===== config.mk =====
export PLATFORM = sky130hd
export DESIGN_NAME = op_chain_exec
export DESIGN_NICKNAME = d
export VERILOG_FILES = /design/src/rtl/op_chain_pkg.sv /design/src/rtl/op_chain_exec_op_alu.sv /design/src/rtl/op_chain_exec.sv
export SDC_FILE = /design/constraint.sdc
export NUM_CORES = 1
export LEC_CHECK = 0
export BUFFER_PORTS_ARGS = -buffer_cell sky130_fd_sc_hd__buf_2
export CORE_MARGIN = 5
export CORE_UTILIZATION = 51
export CTS_BUF_LIST = sky130_fd_sc_hd__clkbuf_8
export CTS_CLUSTER_DIAMETER = 200
export CTS_CLUSTER_SIZE = 30
export DETAILED_ROUTE_END_ITERATION = 7
export GPL_TIMING_DRIVEN = 0
export PLACE_DENSITY = 0.81
export SYNTH_ARGS = -nofsm -noshare
export SYNTH_HDL_FRONTEND = slang
export SYNTH_SLANG_ARGS = --single-unit
export TNS_END_PERCENT = 20

===== constraint.sdc =====
create_clock -name clk -period 1.9 [get_ports clk]
set_input_delay 0.38 -clock clk [delete_from_list [all_inputs] [get_ports clk]]
set_output_delay 0.38 -clock clk [all_outputs]
set_load 0.01 [all_outputs]

===== src/rtl/op_chain_pkg.sv =====
// op_chain_pkg: shared opcodes, FSM states and counter width for op_chain_exec
package op_chain_pkg;
  localparam int CNT_W = 8;
  localparam logic [2:0] OP_BUF  = 3'd0;
  localparam logic [2:0] OP_NOT  = 3'd1;
  localparam logic [2:0] OP_XOR0 = 3'd2;
  localparam logic [2:0] OP_XOR1 = 3'd3;
  localparam logic [2:0] OP_OR0  = 3'd4;
  localparam logic [2:0] OP_OR1  = 3'd5;
  localparam logic [2:0] OP_AND0 = 3'd6;
  localparam logic [2:0] OP_AND1 = 3'd7;
  typedef enum logic [1:0] {IDLE = 2'd0, RUN = 2'd1, DONE = 2'd2} state_t;
endpackage


===== src/rtl/op_chain_exec_op_alu.sv =====
// op_alu: maps (acc, op_code) to the next accumulator bit
module op_alu
  import op_chain_pkg::*;
(
  input  logic       acc,
  input  logic [2:0] op_code,
  output logic       acc_nxt
);
  always_comb begin
    acc_nxt = (op_code == OP_NOT || op_code == OP_XOR1) ? ~acc :
              (op_code == OP_OR1)  ? 1'b1 :
              (op_code == OP_AND0) ? 1'b0 : acc;
  end
endmodule


===== src/rtl/op_chain_exec.sv =====
// op_chain_exec: runs a chain of single-bit ops on a captured operand with valid/ready handshakes
module op_chain_exec
  import op_chain_pkg::*;
#(
  parameter int MAX_OPS = 64
) (
  input  logic             clk,
  input  logic             rst,
  input  logic             start,
  input  logic [1:0]       in_data,
  input  logic             op_valid,
  output logic             op_ready,
  input  logic [2:0]       op_code,
  input  logic             op_last,
  output logic             out_valid,
  input  logic             out_ready,
  output logic [1:0]       out_data,
  output logic [CNT_W-1:0] op_count,
  output logic             err
);
  state_t state, state_nxt;
  logic acc, acc_nxt, take, at_max;
  logic [1:0] operand;
  op_alu u_alu (.acc(acc), .op_code(op_code), .acc_nxt(acc_nxt));
  assign take   = op_valid && op_ready;
  assign at_max = op_count == CNT_W'(MAX_OPS - 1);
  always_ff @(posedge clk) begin
    if (rst) state <= IDLE;
    else state <= state_nxt;
  end
  always_comb begin
    state_nxt = (state == IDLE && start) ? RUN :
                (state == RUN && take && (op_last || at_max)) ? DONE :
                (state == DONE && out_ready) ? IDLE : state;
  end
  always_comb begin
    op_ready  = state == RUN;
    out_valid = state == DONE;
    out_data  = {acc ^ operand[1], acc};
  end
  always_ff @(posedge clk) begin
    if (rst) begin
      acc      <= 1'b0;
      operand  <= 2'b00;
      op_count <= '0;
      err      <= 1'b0;
    end else if (state == IDLE && start) begin
      acc      <= in_data[0];
      operand  <= in_data;
      op_count <= '0;
      err      <= 1'b0;
    end else if (take) begin
      acc      <= acc_nxt;
      op_count <= op_count + CNT_W'(op_count != '1);
      err      <= !op_last && at_max;
    end
  end
endmodule


-- Yosys cells after proc, flatten, opt, wreduce, memory -nomap -nowiden
Cells that the tools add are included.
- word-level logic and storage cells: 41
- output and inout port bits: 13
- input bits: 11
- register bits: 14
- reduce and logical (&&, ||, !) cells: 16
- bitwise logic cells: 2
- muxes and demuxes: 8
- eq/ne operators: 8
- $add $sub $neg: 1
- operators by type and width (kind ; number):
    adder 8 x 1 -> 8 bit ; 1
    == test 8 x 6 -> 1 bit, second input constant ; 1
    inequality test 8 bit, second input constant ; 1
    == test 3 bit, second input constant ; 2
    logical AND 1 bit ; 6
    two-way mux 1 bit ; 6
    two-way mux 2 bit ; 2
    nonzero test 2 bit ; 2
    nonzero test 4 bit ; 1
    == test 3 x 1 -> 1 bit, second input constant ; 1
    == test 3 x 2 -> 1 bit, second input constant ; 1
    nonzero test 3 bit ; 1
    == test 2 x 1 -> 1 bit, second input constant ; 1
    == test 2 bit, second input constant ; 1
    zero test 2 bit ; 1
    logical OR 1 bit ; 2
    AND reduction 2 bit ; 1
    OR reduction 2 bit ; 1
    zero test 1 bit ; 1
    inverter 1 bit ; 1
    bitwise XOR 1 bit ; 1

-- Logic depth before layout (Yosys ltp)
Gate-level depths: netlist of run 1.
- depth in word-level cells: 6
- gate-level depth with buffers: 8
- depth with buffers taken out: 8

-- By module
Synthesis of run 1 repeated with hierarchy kept, for this count alone.
- cell total of the unflattened synthesis: 76
- area, all modules: 695.7 sq um
- modules (own cells, without submodules) (module ; seq. area each (sq um) ; times used ; cells each ; area each (sq um)):
    op_chain_exec ; 260.2 ; 1 ; 72 ; 663.1
    op_alu ; 0.0 ; 1 ; 4 ; 32.5

-- Least setup slack after synthesis of run 1
No wires, ideal clock.
- kind: flip-flop to flip-flop
- from: reg op_count[2]
- to: reg op_count[6]
- path buffers: 0
- period minus slack after synthesis: 1.705 ns
- arrival: 1.635 ns
- data required time: 1.830 ns
- stages on the path, launching flop included: 8
- slack: 0.195 ns
- setup time: 0.070 ns
- path through: dfxtp_1 > and4_1 > nand3_1 > ha_1 > ha_1 > nand4b_2 > or4_1 > a21oi_1
- cells in the longest elaborated chain, start to end: 2
- ends and longest elaborated chain (element ; RTL line ; text):
    from (decl) ; op_chain_exec.sv:18 ; output logic [CNT_W-1:0] op_count,
    from (signal assigned) ; op_chain_exec.sv:54 ; op_count <= op_count + CNT_W'(op_count != '1);
    inequality test 8 bit ; op_chain_exec.sv:54 ;
    adder 8 x 1 -> 8 bit * ; op_chain_exec.sv:54 ;
Mark *: on every way between the ends. The rest lies on a longest branch, timed or not.
A chain may end at the register's enable or synchronous reset.

-- Worst setup path in the final report of run 1
- from: reg op_count[1]
- to: reg op_count[6]
Same word-level chain as after synthesis.

==> summary.md, run 1 <==
| Metric | Value |
|---|---|
| Status | finished, final reports clean |
| Clk_skew | 0.417 ps |
| #FFs+latches synth | 13 |
| GR Util All Layers | 0.174 |
| Initial drt markers | 19 |
| Register area share after synthesis | 0.359 |
| Share of layout cells above drive strength 1 | 0.373 |
| HP Class | in -> reg |
| H-tree Lvls | 1 |
| Area growth syn-to-layout | 27.9% |
| Final period utilization | 0.942 |
| Final hold vios | 0 |
| Die X | 47.7 microns |
| Warnings, synthesis | 0 |
| Post-synthesis net count | 96 |
| Synth cell count leaders | dfxtp_1 (13), nand2_1 (12), a21oi_1 (7), inv_1 (5), nand3_1 (4) |
| Most frequent cell after synthesis | dfxtp_1 |
| Yosys top cell area share | 0.359 |
| First-pass GRT wire length | 2790 microns |
| Final hold slack | 337 ps |
| Area of the die | 2280 sq um |
| 1st-pass router iterations | 4 |
| Number of global-route vias before repair | 655 |
| Ys async rst share | 0 |
| Relative slew margins | 0.736 |
| CP most frequent cell | ha_2 |
| RSZ-0062 raised after global routing | no |
| Main synth FF type | dfxtp_1 |
| Setup TNS | 0 ps |
| Largest net degree at the start of global routing | 11 |
| Post-synthesis cell type count | 36 |
| Vias | 720 |
| Starting Density | 0.551 |
| CP Launch Type | flop |
| Post-Route WL | 1780 microns |
| Antenna diode count | 0 |
| CP Data Arrival Time | 1960 ps |
| Routed WL per cell | 14.2 microns |
| Cell Pwr Density | 668 nW/um^2 |
| Clk root buf | clkbuf_8 |
| # nets final | 124 |
| Clk slew on worst S/H paths | 60 ps |
| Synth area leader | dfxtp_1 |
| Finish-stage setup viols | 0 |
| CP Buf/Inv Count | 0 |
| Max Slew Vio Count | 0 |
| Worst-path cell chain | and4_4 -> nand3_1 -> ha_2 -> ha_2 -> nand4b_4 -> or4_4 -> a21oi_1 |
| Peak Freq | 559 MHz |
| Clk sinks | 13 |
| CP max stage cell | or4_4 |
| Post-DRT Antenna Nets | 0 |
| I/O Pins | 24 |
| Max-Cap Viols | 0 |
| TritonCTS Buffers | 3 |
| Core box area | 1320 sq um |
| Standard-cell rows | 13 |
| CP delay by family, top | simple AND/OR/NAND/NOR gates |
| Post-route DRC | 0 |
| Worst setup EP type | flop |
| Req. time, crit path | 2070 ps |
| Largest cells by area after synthesis | dfxtp_1 (36%), nand2_1 (6.2%), a21oi_1 (4.8%) |
| Port Buffers | 23 |
| CTS tree | yes |
| Die span in y | 47.7 microns |
| DP HPWL | 1330 microns |
| Syn avg cell area | 8.74 sq um |
| Cell count after synthesis | 83 |
| Period minus WS final | 1790 ps |
| Max incr delay on CP | 420 ps |
| Post-synth EDFFs | 0 |
| Initial antenna violation count | 0 |
| Non-filler instance count after layout | 125 |
| Clk buf depth | 2 |
| Final Core Density | 0.705 |
| Total gr overflow | 0 |
| Max Fanout on Critical Path | 5 |
| Netlist Area Pre-Place | 726 sq um |
| GP Congestion | 0.777 |
| Worst skew pair latency | 240 ps |
| Pleak | 0.408 nW |
| Vias per cell | 5.76 |
| Max rail drop VDD | 0.000393 V |
| Inst Count DP | 121 |
| Least-Margin Pin Slew | 395 ps |
| Kind of critical path | reg -> reg |
-- what timing repair did --
item                                    CTS  global route
gates resized for setup                   0             7
endpoints found under the setup margin    0             1
hold endpoints to repair                  0             0
hold buffers                              0             0
setup buffers                             0             0
-- metrics by stage --
step / power, W / instance area [sq um] / setup slack [ps]
global route: 0.000642 / 928 / 18.9
global placement: 0.000375 / 860 / 119
detailed placement: 0.000379 / 860 / 91.6
finish: 0.000620 / 928 / 111
CTS: 0.000619 / 905 / 46.4
floorplan: 0.000345 / 726 / 195
-- layout make-up --
type / count / area [sq um]
fill: 98 / 389
timing repair buffer: 23 / 115
inverter: 5 / 18.8
multi-input combinational: 63 / 454
buffer: 2 / 15.0
sequential: 13 / 262
tap: 15 / 18.8
clock inverter: 1 / 3.75
clock buffer: 3 / 41.3
-- flip-flops by register name, indices dropped and copies added, names as in the netlist --
register	count
operand	1
op_count	8
acc	1
err	1
state	2
-- metal layers --
metal	share of wire	up-vias	routed length [microns]	GRT usage
li1	-	358	-	-
met3	0.056	6	99	0.0376
met1	0.44	337	787	0.210
met5	0	-	0	0
met4	0.016	0	29	0.108
met2	0.49	19	863	0.280
-- worst paths after layout --
path                                               start                        to  slack, ps  cells past startpoint
worst max-delay path            op_count[1]$_SDFFE_PP0N_  op_count[6]$_SDFFE_PP0N_        110                      7
worst min-delay path                                 rst   operand[1]$_SDFFE_PP0P_        340                      2
worst max register to register  op_count[1]$_SDFFE_PP0N_  op_count[6]$_SDFFE_PP0N_        110                      7
worst min register to register          err$_SDFFE_PP0N_          err$_SDFFE_PP0N_        460                      2
-- where the power goes --
| part | internal (W) | total [W] | switching [W] |
|---|---|---|---|
| Sequential | 0.000280 | 0.000288 | 0.00000783 |
| Clock | 0.000143 | 0.000245 | 0.000103 |
| Combinational | 0.0000394 | 0.0000865 | 0.0000472 |
-- placed cells by master, fill, tap and decap left out, types with 2 or more instances in the layout --
cell type	netlist	layout
inv_1	5	6
o21ai_0	2	2
clkbuf_8	0	3
nand3_1	4	4
nand2_1	12	11
a21oi_1	7	7
o31ai_1	3	3
buf_4	2	2
buf_2	0	23
mux2i_1	2	2
nor2_1	2	2
or3_1	3	3
o211ai_1	2	2
dfxtp_1	13	12
ha_2	0	2
nand2_2	1	2
or4_4	1	2
and2b_1	2	2
-- logic make-up after synthesis --
kind of cell	Yosys count	share of synthesized area
xor gates and xnor gates	2	0.0241
AOI/OAI and AO/OA	18	0.162
adders and majority gates	2	0.0345
muxes	2	0.0276
buffers and inverters	7	0.0465
DFF	13	0.359
and+or+nand+nor	39	0.347
Note: power is estimated with default switching activity, not from simulation.
==> run 2, diff against run 1 <==
CTS_BUF_LIST = sky130_fd_sc_hd__clkbuf_2   (was sky130_fd_sc_hd__clkbuf_8)
==> run 2 against run 1 <==
Largest cell class unchanged; first-iteration DRC count shrank 5.3%; setup slack lost 20 ps; total power shrank 15%; clock skew grew 3.0 ps; wire length shrank 0.79%; sequential power is essentially flat; count of clock-buffer cells in the layout grew 1; clock power shrank 38%; largest power group unchanged.
==> summary.md, run 2 (same netlist as run 1, synthesis figures left out) <==
| Metric | Value |
|---|---|
| CP Buf/Inv Count | 0 (unchanged) |
| Post-Route WL | 1770 microns (-0.79%) |
| Area of the die | 2280 sq um (unchanged) |
| RSZ-0062 raised after global routing | no |
| Share of layout cells above drive strength 1 | 0.407 (+0.0344) |
| Cell Pwr Density | 564 nW/um^2 (-16%) |
| # nets final | 127 (+2.4%) |
| Initial antenna violation count | 0 (unchanged) |
| Sequential Power Share | 0.546 (+0.082) |
| Storage element area | 267 sq um (+1.9%) |
| Final period utilization | 0.952 (+0.0105) |
| Clk_skew | 3.41 ps (+2.99 ps) |
| TritonCTS Buffers | 3 (unchanged) |
| GR Util All Layers | 0.169 (-0.00533) |
| Routed WL per cell | 13.8 microns (-3.1%) |
| Clk buf depth | 2 (unchanged) |
| Worst skew pair latency | 280 ps (+40 ps) |
| Worst-path cell chain | and4_1 -> nand3_1 -> ha_2 -> ha_2 -> nand4b_4 -> or4_4 -> a21oi_2 |
| CTS tree | yes |
| HP Class | in -> reg |
| Peak Freq | 553 MHz (-1.1%) |
| Max reg flops | 8 (unchanged) |
| Leading registers by flop count | op_count x8, state x2 |
| Status | finished, final reports clean |
| DP HPWL | 1330 microns (unchanged) |
| Final hold vios | 0 (unchanged) |
| PnR worst setup slack | 90.6 ps (-19.9 ps) |
| H-tree Lvls | 1 (unchanged) |
| Most common cell after layout, fill and taps aside | buf_2 |
| Antenna diode count | 0 (unchanged) |
| Least-Margin Pin Slew | 371 ps (-23.6 ps) |
| Req. time, crit path | 2120 ps (+50 ps) |
| Clk root buf | clkbuf_2 |
| Starting Density | 0.551 (unchanged) |
| CP Launch Type | flop |
| Post-DRT Antenna Nets | 0 (unchanged) |
| Setup TNS | 0 ps (unchanged) |
| Switching Share | 0.287 (+0.0327) |
| Multi-input gate area | 453 sq um (-0.28%) |
| Die span in y | 47.7 microns (unchanged) |
| Max Fanout on Critical Path | 5 (unchanged) |
| Sw Pwr | 0.000150 W (-4.6%) |
| DP Worst Slack | 91.6 ps (unchanged) |
| Int Pwr | 0.000374 W (-19%) |
| GP Congestion | 0.777 (unchanged) |
| Final Core Density | 0.706 (+0.000950) |
| Clock Power Share | 0.289 (-0.107) |
| CP Data Arrival Time | 2030 ps (+70 ps) |
| Area growth syn-to-layout | 28.1% |
| Die X | 47.7 microns (unchanged) |
| Port Buffers | 23 (unchanged) |
| Biggest register | op_count |
| Max Slew Vio Count | 0 (unchanged) |
| Clk sinks | 13 (unchanged) |
| Finish-stage setup viols | 0 (unchanged) |
| Worst setup EP type | flop |
| CP max stage cell | or4_4 |
| Max incr delay on CP | 430 ps (about the same) |
| CP delay by family, top | simple AND/OR/NAND/NOR gates |
| Clk slew on worst S/H paths | 130 ps (+70 ps) |
| Core box area | 1320 sq um (unchanged) |
| Period minus WS final | 1810 ps (+19.9 ps) |
| Number of global-route vias before repair | 655 (unchanged) |
| I/O Pins | 24 (unchanged) |
| Total gr overflow | 0 (unchanged) |
| Largest net degree at the start of global routing | 11 (unchanged) |
| Most frequent cells in the layout | buf_2 (23), nand2_1 (12), dfxtp_1 (10), a21oi_1 (6) |
| Max-Cap Viols | 0 (unchanged) |
| Initial drt markers | 18 (-1) |
| Fillers | 99 (+1.0%) |
| CP most frequent cell | ha_2 |
| Vias per cell | 5.70 (-1.1%) |
| Combinational share of power | 0.165 (+0.025) |
| Max rail drop VDD | 0.000340 V (-13%) |
| Pleak | 0.411 nW (+0.74%) |
| Vias | 729 (+1.3%) |
| Post-route DRC | 0 (unchanged) |
| Relative slew margins | 0.750 (+0.0140) |
| Standard-cell rows | 13 (unchanged) |
| Kind of critical path | reg -> reg |
| First-pass GRT wire length | 2730 microns (-2.2%) |
| 1st-pass router iterations | 4 (unchanged) |
## run 2: worst register-to-register path: stages, from the launching register on
cell and delay (ps):
dfxtp_4 380, and4_1 230, nand3_1 90, ha_2 180, ha_2 190, nand4b_4 120, or4_4 430, a21oi_2 140
## run 2: through the flow
step	instances	cell area [sq um]	power, W	hold WS (ps)
4_1_cts	125	880	0.000524	281
5_1_grt	128	930	0.000547	269
2_1_floorplan	83	726	0.000345	442
3_5_place_dp	121	860	0.000379	448
6_report	128	930	0.000524	285
3_3_place_gp	121	860	0.000375	438
## run 2: path summary, 6_finish.rpt
kind	start	endpoint	slack, ps	cells past startpoint
worst min-delay path	rst	operand[1]$_SDFFE_PP0P_	280	2
worst min register to register	err$_SDFFE_PP0N_	err$_SDFFE_PP0N_	460	2
worst max-delay path	op_count[2]$_SDFFE_PP0N_	op_count[6]$_SDFFE_PP0N_	90	7
worst max register to register	op_count[2]$_SDFFE_PP0N_	op_count[6]$_SDFFE_PP0N_	90	7
## run 2: area by class of cell
cell class | instances | share of cell area
buffer | 2 | 0.0162
tap | 15 | 0.0202
multi-input combinational | 63 | 0.487
sequential | 13 | 0.287
inverter | 5 | 0.0202
clock buffer | 4 | 0.0215
timing repair buffer | 26 | 0.148
## run 2: power groups by stage
stage          sequential (W)  clock, W  combinational [W]
3_5_place_dp         0.000294         0          0.0000849
4_1_cts              0.000288  0.000151          0.0000851
3_3_place_gp         0.000293         0          0.0000821
2_1_floorplan        0.000292         0          0.0000533
5_1_grt              0.000287  0.000165          0.0000945
6_report             0.000286  0.000152          0.0000863
## run 2: repair_timing
| action | 4_1_cts | 5_1_grt |
|---|---|---|
| hold buffers | 0 | 0 |
| setup endpoints to repair | 0 | 1 |
| gates resized for setup | 0 | 9 |
| setup buffers | 0 | 3 |
## run 2: metal layers
| layer | GRT usage | vias up | wire length, microns |
|---|---|---|---|
| met2 | 0.272 | 16 | 871 |
| met4 | 0.0914 | 0 | 20 |
| met1 | 0.206 | 345 | 796 |
| met5 | 0 | - | 0 |
| li1 | - | 365 | - |
| met3 | 0.0414 | 3 | 77 |
